--- src/rtl/if_fetch2_pkg.sv ---
// Shared definitions for the 2-wide fetch stage: widths, cb packet layout and FSM states.
package if_fetch2_pkg;

  localparam int PC_W   = 64;
  localparam int INST_W = 32;
  localparam int LINE_W = 2 * INST_W;
  localparam int PKT_W  = PC_W + INST_W;

  // Packet layout {pc, inst}: instruction in the low bits, its PC above it.
  localparam int PKT_INST_LO = 0;
  localparam int PKT_INST_HI = INST_W - 1;
  localparam int PKT_PC_LO   = INST_W;
  localparam int PKT_PC_HI   = PKT_W - 1;

  localparam logic [INST_W-1:0] NOP = 32'h0000_0013;

  typedef enum logic [1:0] {
    ST_REQ  = 2'd0,
    ST_WAIT = 2'd1,
    ST_HOLD = 2'd2,
    ST_DROP = 2'd3
  } fetch_state_e;

endpackage

--- src/rtl/if_fetch2_line_sel.sv ---
// Picks which half(s) of the held Imem line go to the cb this cycle and builds the packets.
module if_fetch2_line_sel
  import if_fetch2_pkg::*;
(
  input  logic              i_emit,
  input  logic [LINE_W-1:0] i_line,
  input  logic [PC_W-1:0]   i_pc,
  input  logic              i_cb_full,
  input  logic              i_cb_full_almost,
  output logic [PKT_W-1:0]  o_din1,
  output logic [PKT_W-1:0]  o_din2,
  output logic              o_din1_en,
  output logic              o_din2_en,
  output logic [1:0]        o_n_used,
  output logic              o_line_done
);

  logic w_two_avail;

  // An odd-word PC means the lower half was already consumed (or skipped by a redirect).
  always_comb begin
    w_two_avail = !i_pc[2];
    o_din1_en   = i_emit && !i_cb_full;
    o_din2_en   = o_din1_en && w_two_avail && !i_cb_full_almost;
    o_n_used    = {1'b0, o_din1_en} + {1'b0, o_din2_en};
    o_line_done = o_din1_en && (o_din2_en || i_pc[2]);
    o_din1      = '0;
    o_din2      = '0;
    if (o_din1_en) begin
      o_din1[PKT_PC_HI:PKT_PC_LO]     = i_pc;
      o_din1[PKT_INST_HI:PKT_INST_LO] = i_pc[2] ? i_line[LINE_W-1:INST_W] : i_line[INST_W-1:0];
    end
    if (o_din2_en) begin
      o_din2[PKT_PC_HI:PKT_PC_LO]     = i_pc + PC_W'(4);
      o_din2[PKT_INST_HI:PKT_INST_LO] = i_line[LINE_W-1:INST_W];
    end
  end

endmodule

--- src/rtl/if_fetch2.sv ---
// 2-wide instruction fetch: one Imem line per request, pushed into the cb as up to two packets.
module if_fetch2
  import if_fetch2_pkg::*;
#(
  parameter logic [PC_W-1:0] RESET_PC = '0
) (
  input  logic              i_clk,
  input  logic              i_rst_n,
  input  logic              i_redirect_en,
  input  logic [PC_W-1:0]   i_redirect_pc,
  output logic              o_imem_req,
  output logic [PC_W-1:0]   o_imem_addr,
  input  logic              i_imem_valid,
  input  logic [LINE_W-1:0] i_imem_data,
  input  logic              i_cb_full,
  input  logic              i_cb_full_almost,
  output logic [PKT_W-1:0]  o_din1,
  output logic [PKT_W-1:0]  o_din2,
  output logic              o_din1_en,
  output logic              o_din2_en,
  output logic [PC_W-1:0]   o_fetch_pc
);

  fetch_state_e      r_state;
  logic [PC_W-1:0]   r_pc;
  logic [LINE_W-1:0] r_line;
  logic              r_line_v;

  logic       w_emit;
  logic [1:0] w_n_used;
  logic       w_line_done;

  assign w_emit      = (r_state == ST_HOLD) && r_line_v && !i_redirect_en;
  assign o_imem_req  = i_rst_n && (r_state == ST_REQ) && !i_redirect_en;
  assign o_imem_addr = {r_pc[PC_W-1:3], 3'b000};
  assign o_fetch_pc  = r_pc;

  if_fetch2_line_sel u_line_sel (
    .i_emit           (w_emit),
    .i_line           (r_line),
    .i_pc             (r_pc),
    .i_cb_full        (i_cb_full),
    .i_cb_full_almost (i_cb_full_almost),
    .o_din1           (o_din1),
    .o_din2           (o_din2),
    .o_din1_en        (o_din1_en),
    .o_din2_en        (o_din2_en),
    .o_n_used         (w_n_used),
    .o_line_done      (w_line_done)
  );

  // A redirect while a response is still owed parks in DROP; a response arriving that same cycle settles it.
  always_ff @(posedge i_clk or negedge i_rst_n) begin
    if (!i_rst_n) begin
      r_state  <= ST_REQ;
      r_pc     <= RESET_PC;
      r_line   <= '0;
      r_line_v <= 1'b0;
    end else if (i_redirect_en) begin
      r_pc     <= i_redirect_pc;
      r_line_v <= 1'b0;
      if ((r_state == ST_WAIT || r_state == ST_DROP) && !i_imem_valid)
        r_state <= ST_DROP;
      else
        r_state <= ST_REQ;
    end else begin
      case (r_state)
        ST_REQ: r_state <= ST_WAIT;
        ST_WAIT: begin
          if (i_imem_valid) begin
            r_line   <= i_imem_data;
            r_line_v <= 1'b1;
            r_state  <= ST_HOLD;
          end
        end
        ST_HOLD: begin
          r_pc <= r_pc + PC_W'({w_n_used, 2'b00});
          if (w_line_done) begin
            r_line_v <= 1'b0;
            r_state  <= ST_REQ;
          end
        end
        ST_DROP: begin
          if (i_imem_valid) r_state <= ST_REQ;
        end
        default: r_state <= ST_REQ;
      endcase
    end
  end

endmodule
--- config.mk ---
export PLATFORM = sky130hd
export DESIGN_NAME = if_fetch2
export DESIGN_NICKNAME = d
export VERILOG_FILES = /design/src/rtl/if_fetch2_pkg.sv /design/src/rtl/if_fetch2_line_sel.sv /design/src/rtl/if_fetch2.sv
export SDC_FILE = /design/constraint.sdc
export NUM_CORES = 1
export LEC_CHECK = 0
export CORE_AREA = 2 2 178 180
export DETAILED_ROUTE_END_ITERATION = 6
export DIE_AREA = 0 0 180 182
export PLACE_DENSITY = 0.6
export SLEW_MARGIN = 15
export SYNTH_ARGS = -nofsm -noshare
export SYNTH_HDL_FRONTEND = slang
export SYNTH_SLANG_ARGS = --single-unit
--- constraint.sdc ---
create_clock -name i_clk -period 11.2 [get_ports i_clk]
set_input_delay 2.24 -clock i_clk [delete_from_list [all_inputs] [get_ports i_clk]]
set_output_delay 2.24 -clock i_clk [all_outputs]
set_load 0.1 [all_outputs]
Word-level counts from Yosys, hierarchy flattened
Cells that the tools add are included.

Word-level logic and storage cells: 51. Input bits: 134. Register bits after elaboration: 131.

Multiplexer cells: 15. Reduce and logical (&&, ||, !) cells: 22. $add $sub $neg: 3. Bitwise gates (word level): 1. Eq/ne operators: 6.

Operators with widths (count): 2-to-1 mux 96 bit (2); 2-to-1 mux 64 bit (2); adder 64 x 3 -> 64 bit (second input constant) (1); adder 64 x 4 -> 64 bit (1); 2-to-1 mux 32 bit (1); 2-to-1 mux 2 bit (5); logical AND 1 bit (9); AND reduction 3 bit (3); one-hot mux 2 bit (4 select lines) (1); != test 3 bit (second input constant) (2); logical NOT 1 bit (5); == test 2 bit (second input constant) (2); 2-to-1 mux 1 bit (3); != test 3 x 2 -> 1 bit (second input constant) (1); nonzero test 3 bit (1); adder 1 x 1 -> 2 bit (1); == test 2 x 1 -> 1 bit (second input constant) (1); logical NOT 2 bit (1); logical OR 1 bit (2); one-hot mux 1 bit (2 select lines) (1); nonzero test 2 bit (1); NOT 1 bit (1).

Depth between registers and ports, before layout
Word-level depth: 11. Mapped depth: 15. Depth with buffers taken out: 13.

Modules after synthesis
A second synthesis with hierarchy kept.

Cells, all modules: 1070. Area total of the unflattened synthesis: 9322.7 µm².

By module, submodules not included: if_fetch2 (area an instance 6826.5 µm², instances 1, sequential area each 3278.1 µm², cells each 661); if_fetch2_line_sel (area an instance 2496.1 µm², instances 1, sequential area each 0.0 µm², cells each 409).

Worst setup path before layout
OpenSTA, ideal clock, no wires.

Path type: input to output. From: in i_cb_full. To: out o_din2[37]. Cell stages on the path: 6. Arrival: 5.970 ns. Path slack: 2.990 ns. Buffers on the path: 1. Cells stage by stage: nand2b_1 -> or3_1 -> clkbuf_1 -> inv_1 -> and2_1 -> nor3b_1.

Word-level cells in the longest chain between the ends: 5.

Ends and longest elaborated chain: start: declaration (RTL line if_fetch2.sv:15) `input logic i_cb_full,`; logical NOT 1 bit (RTL line if_fetch2_line_sel.sv:23) `o_din1_en = i_emit && !i_cb_full;`; logical AND 1 bit (RTL line if_fetch2_line_sel.sv:23); logical AND 1 bit (2 in a row) (RTL line if_fetch2_line_sel.sv:24) `o_din2_en = o_din1_en && w_two_avail && !i_cb_full_almost;`; 2-to-1 mux 96 bit (RTL line if_fetch2_line_sel.sv:33) `if (o_din2_en) begin`; end: declaration (RTL line if_fetch2.sv:18) `output logic [PKT_W-1:0] o_din2,`.

No other way between the ends.

Final worst setup path
From: in i_cb_full. To: out o_din2[30].

The elaborated chain is that of the path after synthesis.

==> results by group <==
CTS
  – Clock slew at reported path FFs: 70 ps
  – CTS tree: done
  – Htree depth: 4
  – CTS Hold Bufs: 0
  – # Post-CTS Setup Buffers: 0
  – Worst-Skew Late Latency: 420 ps
  – CTS root buf: clkbuf_16
  – # resized after CTS: 0
  – CTS Buffer Depth: 2
  – CTS Buf Count: 17
  – CTS Sinks: 131

Synth
  – Synthesized area per cell: 8.50 um2
  – Synth area leaders: dfrtp_1 (34%), mux2_2 (7.9%), and2_1 (6.3%)
  – Seq/Total Area, Yosys: 0.342
  – Post-synth EDFFs: 0
  – Warnings, synthesis: 0
  – Mapped Area: 9580 um2
  – Async SR Flop Fraction: 1.00
  – Post-synth cell types: 62
  – Share of the synthesized area in the top cell type: 0.342
  – Biggest area consumer among synthesized cells: dfrtp_1
  – Ys flop type: dfrtp_1
  – Synthesized instance count: 1127
  – #FFs+latches synth: 131

Job
  – Max Cap Viol: 0

Routing
  – Total wire length: 41.7 mm
  – Drt drc: 0
  – Via density per instance: 5.28
  – TritonRoute pass-1 iters: 5
  – DR WL/cell: 22.2 um
  – Via Count: 9919
  – Final ANT Viol Nets: 0
  – Drt initial violations: 686

Timing
  – Tightest Pin Transition: 1060 ps
  – Max frequency: 0.113 GHz
  – RSZ-0062 raised after global routing: no
  – Crit share post-route: 0.793
  – Setup TNS: 0 ps
  – Worst hold margin: 510 ps
  – Final hold violations: 0
  – Setup violators final: 0
  – Fin crit period: 8890 ps
  – Slew HR: 0.288
  – Clk_skew: 17.6 ps
  – Slew Viols, Final: 0

GRT
  – Initial antenna violation count: 2
  – GRT Util Overall: 0.247
  – Vias in the first global route: 9819
  – First-pass GRT wire length: 62.1 mm
  – Largest net degree at the start of global routing: 71
  – GRT overflow: 0

Cells and area
  – Layout cells sized above 1: 0.0903
  – Nets: 1600
  – Most frequent cells in the layout: clkdlybuf4s50_1 (451), dfrtp_1 (130), nor2_1 (127)
  – Most common cell after layout, fill and taps aside: clkdlybuf4s50_1
  – Area grow syn2layout: 49.9%

Setup path
  – Critical Path Sink Type: primary output
  – CP Launch Type: input port
  – Critical Path AT: 6650 ps
  – Crit Path Max Fanout: 57
  – Crit Path Category: input port to primary output
  – WP data required: 8960 ps

Placement
  – Final HPWL DP: 31.4 mm
  – Routability cong.: 0.894
  – # port buffers: 453

Floorplanning
  – Core area: 31000 um2
  – Starting density of the core: 0.309
  – I/O pins: 457
  – Std-Cell Rows: 65
  – DIE AREA: 32800 um2
  – Die height: 182 um
  – Die X: 180 um

Status
  – Status: finished clean

Min path
  – Min-delay worst type: flop to flop

Pwr
  – Worst VDD drop: 0.0866 mV
  – Pwr dens: 151 nW/um2
  – Leak pwr: 5.32 nW
-- layer usage --
layer	track usage	share of wire
met1	0.300	0.41
met2	0.416	0.48
met3	0.0658	0.086
met4	0.100	0.033
met5	0	0
-- through the flow --
stage | cells | setup slack (ps) | util | power, mW | cell area (um2)
after global placement | 1844 | 2340 | 0.445 | 1.61 | 13800
after floorplan | 1129 | 2990 | - | 1.38 | 9590
after global routing | 1877 | 2100 | 0.464 | 2.26 | 14400
after detailed placement | 1844 | 2260 | 0.445 | 1.61 | 13800
final | 1877 | 2310 | 0.464 | 2.17 | 14400
after CTS | 1875 | 2240 | 0.464 | 2.18 | 14400
-- where the power goes --
group / internal, mW / switching (mW) / total [mW]
clock network: 0.312 / 0.251 / 0.563
registers: 0.615 / 0.172 / 0.787
logic: 0.287 / 0.531 / 0.817
total: 1.21 / 0.954 / 2.17
-- flip-flops by register name (all words and copies together) (netlist names) --
signal / cells
r_line: 64
r_state: 2
r_line_v: 1
o_fetch_pc: 64
-- area by class of cell --
type	instances	area, um2
Antenna cell	2	5.00
Clock buffer	17	425
Clock inverter	14	143
Fill cell	3111	16600
Inverter	17	63.8
Multi-Input combinational cell	831	5340
Sequential cell	131	3280
Tap cell	402	503
Timing Repair Buffer	463	4610
-- cells in the mapped netlist (4+ instances only) --
| cell type | number |
|---|---|
| dfrtp_1 | 131 |
| nor2_1 | 127 |
| and2_1 | 97 |
| nand2_1 | 83 |
| mux2_2 | 67 |
| buf_4 | 66 |
| o21ai_0 | 55 |
| clkbuf_1 | 51 |
| nand4_1 | 48 |
| mux2i_1 | 35 |
| nand3_1 | 35 |
| xnor2_1 | 28 |
| nor3_1 | 27 |
| xor2_1 | 27 |
| or3_1 | 25 |
| a21oi_1 | 24 |
| nor4_1 | 21 |
| a31oi_1 | 19 |
| or4_1 | 17 |
| and3_1 | 16 |
| inv_1 | 16 |
| and4_1 | 12 |
| buf_2 | 11 |
| buf_1 | 10 |
| nor2b_1 | 8 |
| clkbuf_8 | 7 |
| o31ai_1 | 6 |
| a221o_1 | 5 |
| ha_1 | 4 |
-- critical path, cell delays in order --
cell and delay, ps:
clkdlybuf4s50_1 390, nand2b_1 140, or3_2 400, buf_4 320, or3_2 470, buf_4 310, inv_1 550, buf_4 400
and2_1 200, clkdlybuf4s50_1 1150
-- cell families after synthesis --
logic type | share of synthesized area
compound gates | 0.0734
xor+xnor | 0.0503
fa+ha+maj | 0.00731
buf+inv | 0.103
flops | 0.342
mux | 0.115
other cells | 0.000391
simple gates | 0.309
-- path summary, 6_finish.rpt --
| kind | start | end | slack (ps) | depth (start not counted) |
|---|---|---|---|---|
| min in group asynchronous | i_rst_n | o_fetch_pc[20]$_DFFE_PN0N_ | 1810 | 1 |
| min reg2reg | r_line[17]$_DFFE_PN0P_ | r_line[17]$_DFFE_PN0P_ | 510 | 1 |
| max in group asynchronous | i_rst_n | o_fetch_pc[2]$_DFFE_PN0N_ | 7900 | 2 |
| max reg2reg | r_state[0]$_DFFE_PN0P_ | o_fetch_pc[46]$_DFFE_PN0N_ | 4880 | 16 |
| max | i_cb_full | o_din2[30] | 2310 | 10 |
| min | r_line[17]$_DFFE_PN0P_ | r_line[17]$_DFFE_PN0P_ | 510 | 1 |
Power figures use the tool's default switching activity.
